<file path="config.mk">
export PLATFORM = sky130hd
export DESIGN_NAME = icache_mem_bridge
export DESIGN_NICKNAME = d
export VERILOG_FILES = /design/src/rtl/icache_pkg.sv /design/src/rtl/icache_mem_bridge.sv
export SDC_FILE = /design/constraint.sdc
export NUM_CORES = 1
export LEC_CHECK = 0
export CELL_PAD_IN_SITES_DETAIL_PLACEMENT = 0
export CELL_PAD_IN_SITES_GLOBAL_PLACEMENT = 1
export CORE_ASPECT_RATIO = 0.75
export CORE_MARGIN = 4
export CORE_UTILIZATION = 37
export CTS_BUF_LIST = sky130_fd_sc_hd__clkbuf_8
export CTS_CLUSTER_DIAMETER = 150
export CTS_CLUSTER_SIZE = 20
export DETAILED_ROUTE_END_ITERATION = 7
export MAX_ROUTING_LAYER = met4
export PLACE_DENSITY = 0.87
export SLEW_MARGIN = 20
export SYNTH_ARGS = -nofsm -noshare
export SYNTH_HDL_FRONTEND = slang
export SYNTH_SLANG_ARGS = --single-unit
</file>
<file path="constraint.sdc">
create_clock -name clk -period 7.67 [get_ports clk]
set_input_delay 1.1505 -clock clk [delete_from_list [all_inputs] [get_ports clk]]
set_output_delay 1.1505 -clock clk [all_outputs]
set_load 0.02 [all_outputs]
</file>
<file path="src/rtl/icache_pkg.sv">
// icache_pkg
// Purpose: definitions shared by the instruction cache and its memory bridge.
//   - icache_state_e : bridge burst state (IDLE / ISSUE / DRAIN)
//   - calc_bl_w      : width of a burst-length field for a given block size
//   - calc_stride    : byte stride between consecutive words
package icache_pkg;

  typedef enum logic [1:0] {
    ST_IDLE  = 2'd0,
    ST_ISSUE = 2'd1,
    ST_DRAIN = 2'd2
  } icache_state_e;

  // One extra bit so that the full block size itself is representable.
  function automatic int calc_bl_w(input int block_size);
    return $clog2(block_size) + 1;
  endfunction

  function automatic int calc_stride(input int data_width);
    return data_width / 8;
  endfunction

endpackage

</file>
<file path="src/rtl/icache_mem_bridge.sv">
// icache_mem_bridge
// Purpose: turns a single-cycle cache burst request into a sequence of word
// reads to the instruction RAM, keeping at most MAX_OUTSTANDING reads in
// flight, and returns the in-order read data as registered beats.
//
// State  | meaning
// IDLE   | ready for a burst request; stale RAM responses are dropped
// ISSUE  | issuing word reads; responses may already be returning
// DRAIN  | all reads granted; waiting for remaining responses
//
// Ports:
//   clk, rst                      clock, async active-high reset
//   mem_req/mem_addr/mem_burst_len  burst request (len = beats-1, clamped)
//   mem_ready                     high only in IDLE
//   mem_valid/mem_data/mem_last   returned beat, data, final-beat flag
//   ram_req/ram_addr/ram_gnt      word read request handshake
//   ram_rvalid/ram_rdata          in-order read response
//   stat_bursts/stat_beats        saturating counters, present only when
//                                 ICACHE_MEM_BRIDGE_STATS_EN is defined
module icache_mem_bridge
  import icache_pkg::*;
#(
  parameter int ADDR_WIDTH      = 32,
  parameter int DATA_WIDTH      = 32,
  parameter int BLOCK_SIZE      = 8,
  parameter int MAX_OUTSTANDING = 2,
  localparam int BL_W           = calc_bl_w(BLOCK_SIZE)
) (
  input  logic                  clk,
  input  logic                  rst,
  input  logic                  mem_req,
  input  logic [ADDR_WIDTH-1:0] mem_addr,
  input  logic [BL_W-1:0]       mem_burst_len,
  output logic                  mem_ready,
  output logic                  mem_valid,
  output logic [DATA_WIDTH-1:0] mem_data,
  output logic                  mem_last,
  output logic                  ram_req,
  output logic [ADDR_WIDTH-1:0] ram_addr,
  input  logic                  ram_gnt,
  input  logic                  ram_rvalid,
  input  logic [DATA_WIDTH-1:0] ram_rdata
`ifdef ICACHE_MEM_BRIDGE_STATS_EN
  ,
  output logic [31:0]           stat_bursts,
  output logic [31:0]           stat_beats
`endif
);

  localparam int OUT_W  = $clog2(MAX_OUTSTANDING + 1);
  localparam int STRIDE = calc_stride(DATA_WIDTH);

  icache_state_e         state_q, state_d;
  logic [ADDR_WIDTH-1:0] base_q, base_d;
  logic [BL_W-1:0]       beats_q, beats_d;
  logic [BL_W-1:0]       issued_q, issued_d;
  logic [BL_W-1:0]       returned_q, returned_d;
  logic [OUT_W-1:0]      outst_q, outst_d;
  logic                  mem_valid_q, mem_last_q;
  logic [DATA_WIDTH-1:0] mem_data_q;

  logic accept, grant, beat_in;

  assign accept    = (state_q == ST_IDLE) && mem_req;
  assign ram_req   = (state_q == ST_ISSUE) && (issued_q < beats_q) &&
                     (outst_q < OUT_W'(MAX_OUTSTANDING));
  assign ram_addr  = base_q + ADDR_WIDTH'(issued_q) * ADDR_WIDTH'(STRIDE);
  assign grant     = ram_req && ram_gnt;
  // Responses arriving in IDLE belong to an abandoned burst.
  assign beat_in   = ram_rvalid && (state_q != ST_IDLE);

  assign mem_ready = (state_q == ST_IDLE);
  assign mem_valid = mem_valid_q;
  assign mem_data  = mem_data_q;
  assign mem_last  = mem_last_q;

  always_comb begin
    state_d    = state_q;
    base_d     = base_q;
    beats_d    = beats_q;
    issued_d   = issued_q;
    returned_d = returned_q;
    outst_d    = outst_q;

    case (state_q)
      ST_IDLE: begin
        if (mem_req) begin
          state_d    = ST_ISSUE;
          base_d     = mem_addr;
          beats_d    = (mem_burst_len > BL_W'(BLOCK_SIZE - 1)) ?
                       BL_W'(BLOCK_SIZE) : mem_burst_len + BL_W'(1);
          issued_d   = '0;
          returned_d = '0;
          outst_d    = '0;
        end
      end
      ST_ISSUE: begin
        if (grant && (issued_q + BL_W'(1) == beats_q)) state_d = ST_DRAIN;
      end
      ST_DRAIN: begin
        if (mem_valid_q && mem_last_q) state_d = ST_IDLE;
      end
      default: state_d = ST_IDLE;
    endcase

    if (state_q != ST_IDLE) begin
      if (grant)   issued_d   = issued_q + BL_W'(1);
      if (beat_in) returned_d = returned_q + BL_W'(1);
      // Simultaneous grant and response leave the count unchanged.
      if (grant && !beat_in) outst_d = outst_q + OUT_W'(1);
      else if (!grant && beat_in && (outst_q != '0)) outst_d = outst_q - OUT_W'(1);
    end
  end

  always_ff @(posedge clk or posedge rst) begin
    if (rst) begin
      state_q     <= ST_IDLE;
      base_q      <= '0;
      beats_q     <= '0;
      issued_q    <= '0;
      returned_q  <= '0;
      outst_q     <= '0;
      mem_valid_q <= 1'b0;
      mem_last_q  <= 1'b0;
      mem_data_q  <= '0;
    end else begin
      state_q     <= state_d;
      base_q      <= base_d;
      beats_q     <= beats_d;
      issued_q    <= issued_d;
      returned_q  <= returned_d;
      outst_q     <= outst_d;
      mem_valid_q <= beat_in;
      mem_last_q  <= beat_in && (returned_q == beats_q - BL_W'(1));
      if (beat_in) mem_data_q <= ram_rdata;
    end
  end

`ifdef ICACHE_MEM_BRIDGE_STATS_EN
  logic [31:0] stat_bursts_q, stat_beats_q;

  always_ff @(posedge clk or posedge rst) begin
    if (rst) begin
      stat_bursts_q <= '0;
      stat_beats_q  <= '0;
    end else begin
      if (accept && (stat_bursts_q != '1)) stat_bursts_q <= stat_bursts_q + 32'd1;
      if (beat_in && (stat_beats_q != '1)) stat_beats_q  <= stat_beats_q + 32'd1;
    end
  end

  assign stat_bursts = stat_bursts_q;
  assign stat_beats  = stat_beats_q;
`else
  logic unused_accept;
  assign unused_accept = accept;
`endif

endmodule

</file>
==> qor.txt <==
Synth Area in XOR/XNOR = 0.0912
FP Rows = 33
pre-CTS setup slack = 3.64 ns
post-synthesis mux area share = 0.00727
Final min period = 4.40 ns
DRT Wirelength = 10600 µm
Post-Syn Area = 4130 µm²
met3 Resource Use GR = 0.0413
P&R area growth vs syn = 42.8%
Avg WL per Cell = 13.9 µm
initial antenna violation count = 0
Clock Skew = 0.00894 ns
placed cell count = 743
critical path's slowest cell = clkdlybuf4s50_1
CP Data Required Time = 6.52 ns
# port buffers = 140
hold violation count in the final report = 0
number of synthesized register bits = 82
hold depth = 2
GR met1 Demand/Resource = 0.248
Post-CTS Hold Fix Bufs = 0
largest family of logic cells by synthesized area = simple AND/OR/NAND/NOR gates
leak pwr = 2.79 nW
r2r startpoint = beats_q[3]
gr usage total = 0.176
Clock Path Buffers = 2
Vias = 3569
Setup TNS Final = 0 ns
Initial Utilization = 0.379
area share of the largest cell type after synthesis = 0.497
clock-pin slew on the worst setup and hold paths = 0.08 ns
Worst Setup Path Type = flop to output pin
WP data arrival = 3.25 ns
hold endpoint = mem_data[15]
r2r setup slk = 5.38 ns
grt peak-use layer = met2
Power Density = 382 nW/µm²
CP max FO = 6
Cells after Synth = 478
top-count cell post-synth = nand2_1
global-route wire length before repair = 17600 µm
Synth Area in Adders = 0.0442
grt total ovfl = 0
hold crit path type = flop to flop
PnR worst setup slack = 3.27 ns
TritonCTS Buffers = 9
RSZ-0062 raised after global routing = false
Util after Layout = 0.541
Die Span Y = 99.5 µm
Simple-Gate Fraction of Synth Area = 0.287
CP max stage delay = 0.62 ns
fmax = 227 MHz
routability cong. = 0.801
Via-to-Cell Ratio = 4.70
leading area contributor after synthesis = dfrtp_1
DR pass1 iterations = 4
die area = 12900 µm²
number of synthesized flops with an enable pin = 0
Setup crit start kind = flop
placed cell areas = 5660 µm²
final number of max-transition violations = 0
total core area = 10900 µm²
CP dominant cell by count = nand2b_1
status = complete, no violations
worst r2r path cells = 7
Hold Crit Start = mem_data[15]
commonest cells in the netlist = 216 x nand2_1, 82 x dfrtp_1, 23 x xnor2_1
actual slew at the worst max-slew pin = 0.732 ns
Final period util = 0.574
commonest register cell after synthesis = dfrtp_1
H-Tree Depth = 3
Post-CTS Setup Bufs = 0
initial drt markers = 208
crit-path cells = ha_1 > inv_1 > fa_1 > nand2b_1 > a21oi_1 > and4_2 > nand2b_1 > xnor2_1 > clkdlybuf4s50_1
post-synth net total = 565
top post-synthesis cells by area = dfrtp_1 50%, nand2_1 20%, xnor2_1 4.9%
Finished Layout Cells = 759
Max-cap violations = 0
largest net degree at the start of global routing = 83
n_diodes = 0
clk_lat worst skew = 0.36 ns
CTS tree = done
Seq/Total Area, Yosys = 0.497
share of cells above drive strength 1 = 0.0517
Async S/R FF share, synth = 1.00
post-cts resize count = 0
Residual DRC = 0
number of global-route vias before repair = 3582
Post-Layout Inst Area = 5900 µm²
Horiz. Die Dim = 130 µm
Slew headroom = 0.512
Yosys warnings = 0
number of I/O pins = 141
Final setup viols = 0
Clock Sinks = 82
reg2reg end = outst_q[0]
critical path endpoint category = output pin
Cell variety after synth = 43
Final HPWL DP = 7570 µm
Post-Syn Area per Cell = 8.64 µm²
compound-cell area share of the yosys netlist = 0.0412
Final ANT Viol Nets = 0
met2 Track Usage GR = 0.258
maximum vdd drop = 0.276 mV
Final #Nets = 701
CTS Root Cell = clkbuf_8
## layer usage
metal,vias up,share of wire,wire (µm)
met3,12,0.045,473
li1,1799,-,-
met2,74,0.46,4830
met5,-,0,0
met4,0,0.014,150
met1,1684,0.48,5090
## sequential cells by signal (all words and copies together) (netlist names)
register / count
outst_q: 2
state_q: 2
base_q: 32
mem_last: 1
mem_valid: 1
beats_q: 4
mem_data: 32
returned_q: 4
issued_q: 4
## worst max-delay path, delay by kind of cell (launching register included)
family                     cells  cell delay (ns)
AOI/OAI and AO/OA              1             0.41
xor gates and xnor gates       1             0.14
adders and majority gates      2             0.61
buffers and inverters          2             0.68
DFF                            1             0.44
and+or+nand+nor                3             0.63
## cell type report
| class | instances | area, µm² |
|---|---|---|
| clock inverters | 7 | 106 |
| well taps | 140 | 175 |
| clock buffers | 9 | 124 |
| fillers | 1033 | 5000 |
| multi-input cells | 363 | 1950 |
| flip-flops and latches | 82 | 2050 |
| repair buffers | 144 | 1440 |
| inverters | 14 | 53.8 |
## cells in the final DEF, fill, tap and decap left out, types with 6 or more instances in the layout
cell and n:
xnor2_1 23, dfrtp_1 82, o21ai_0 8, nand2_1 216, clkdlybuf4s50_1 140, clkbuf_8 9, nor3_1 6, nand3_1 7
a21oi_1 6, ha_1 13, inv_1 12, nor2_1 19, xor2_1 20, nand4_1 6
## worst max-delay path by stage
stage | start | end | slack, ns | cells past startpoint
2_1_floorplan | issued_q[0] | ram_addr[30] | 4.34 | 8
3_3_place_gp | issued_q[0] | ram_addr[28] | 3.69 | 9
3_5_place_dp | issued_q[0] | ram_addr[28] | 3.64 | 9
4_1_cts | issued_q[0] | ram_addr[28] | 3.24 | 9
5_1_grt | issued_q[0] | ram_addr[28] | 2.99 | 9
6_report | issued_q[0] | ram_addr[30] | 3.27 | 9
## metrics by stage
| step | power (mW) | hold slack [ns] |
|---|---|---|
| 2_1_floorplan | 1.42 | 0.445 |
| 3_3_place_gp | 1.89 | 0.456 |
| 3_5_place_dp | 1.90 | 0.461 |
| 4_1_cts | 2.28 | 0.482 |
| 5_1_grt | 2.43 | 0.497 |
| 6_report | 2.25 | 0.478 |
## report_power, final
| part | total, mW | leakage, nW | switching (mW) | internal, mW |
|---|---|---|---|---|
| Clock | 0.360 | 0.117 | 0.171 | 0.190 |
| Combinational | 1.13 | 1.66 | 0.602 | 0.525 |
| Sequential | 0.762 | 1.01 | 0.167 | 0.596 |
| Total | 2.25 | 2.79 | 0.940 | 1.31 |
## kinds of logic after synthesis
kind of cell / count (synthesis)
AOI/OAI and AO/OA: 27
adders and majority gates: 14
buffers and inverters: 33
DFF: 82
xor gates and xnor gates: 43
muxes: 3
and+or+nand+nor: 276
Power figures use the tool's default switching activity.
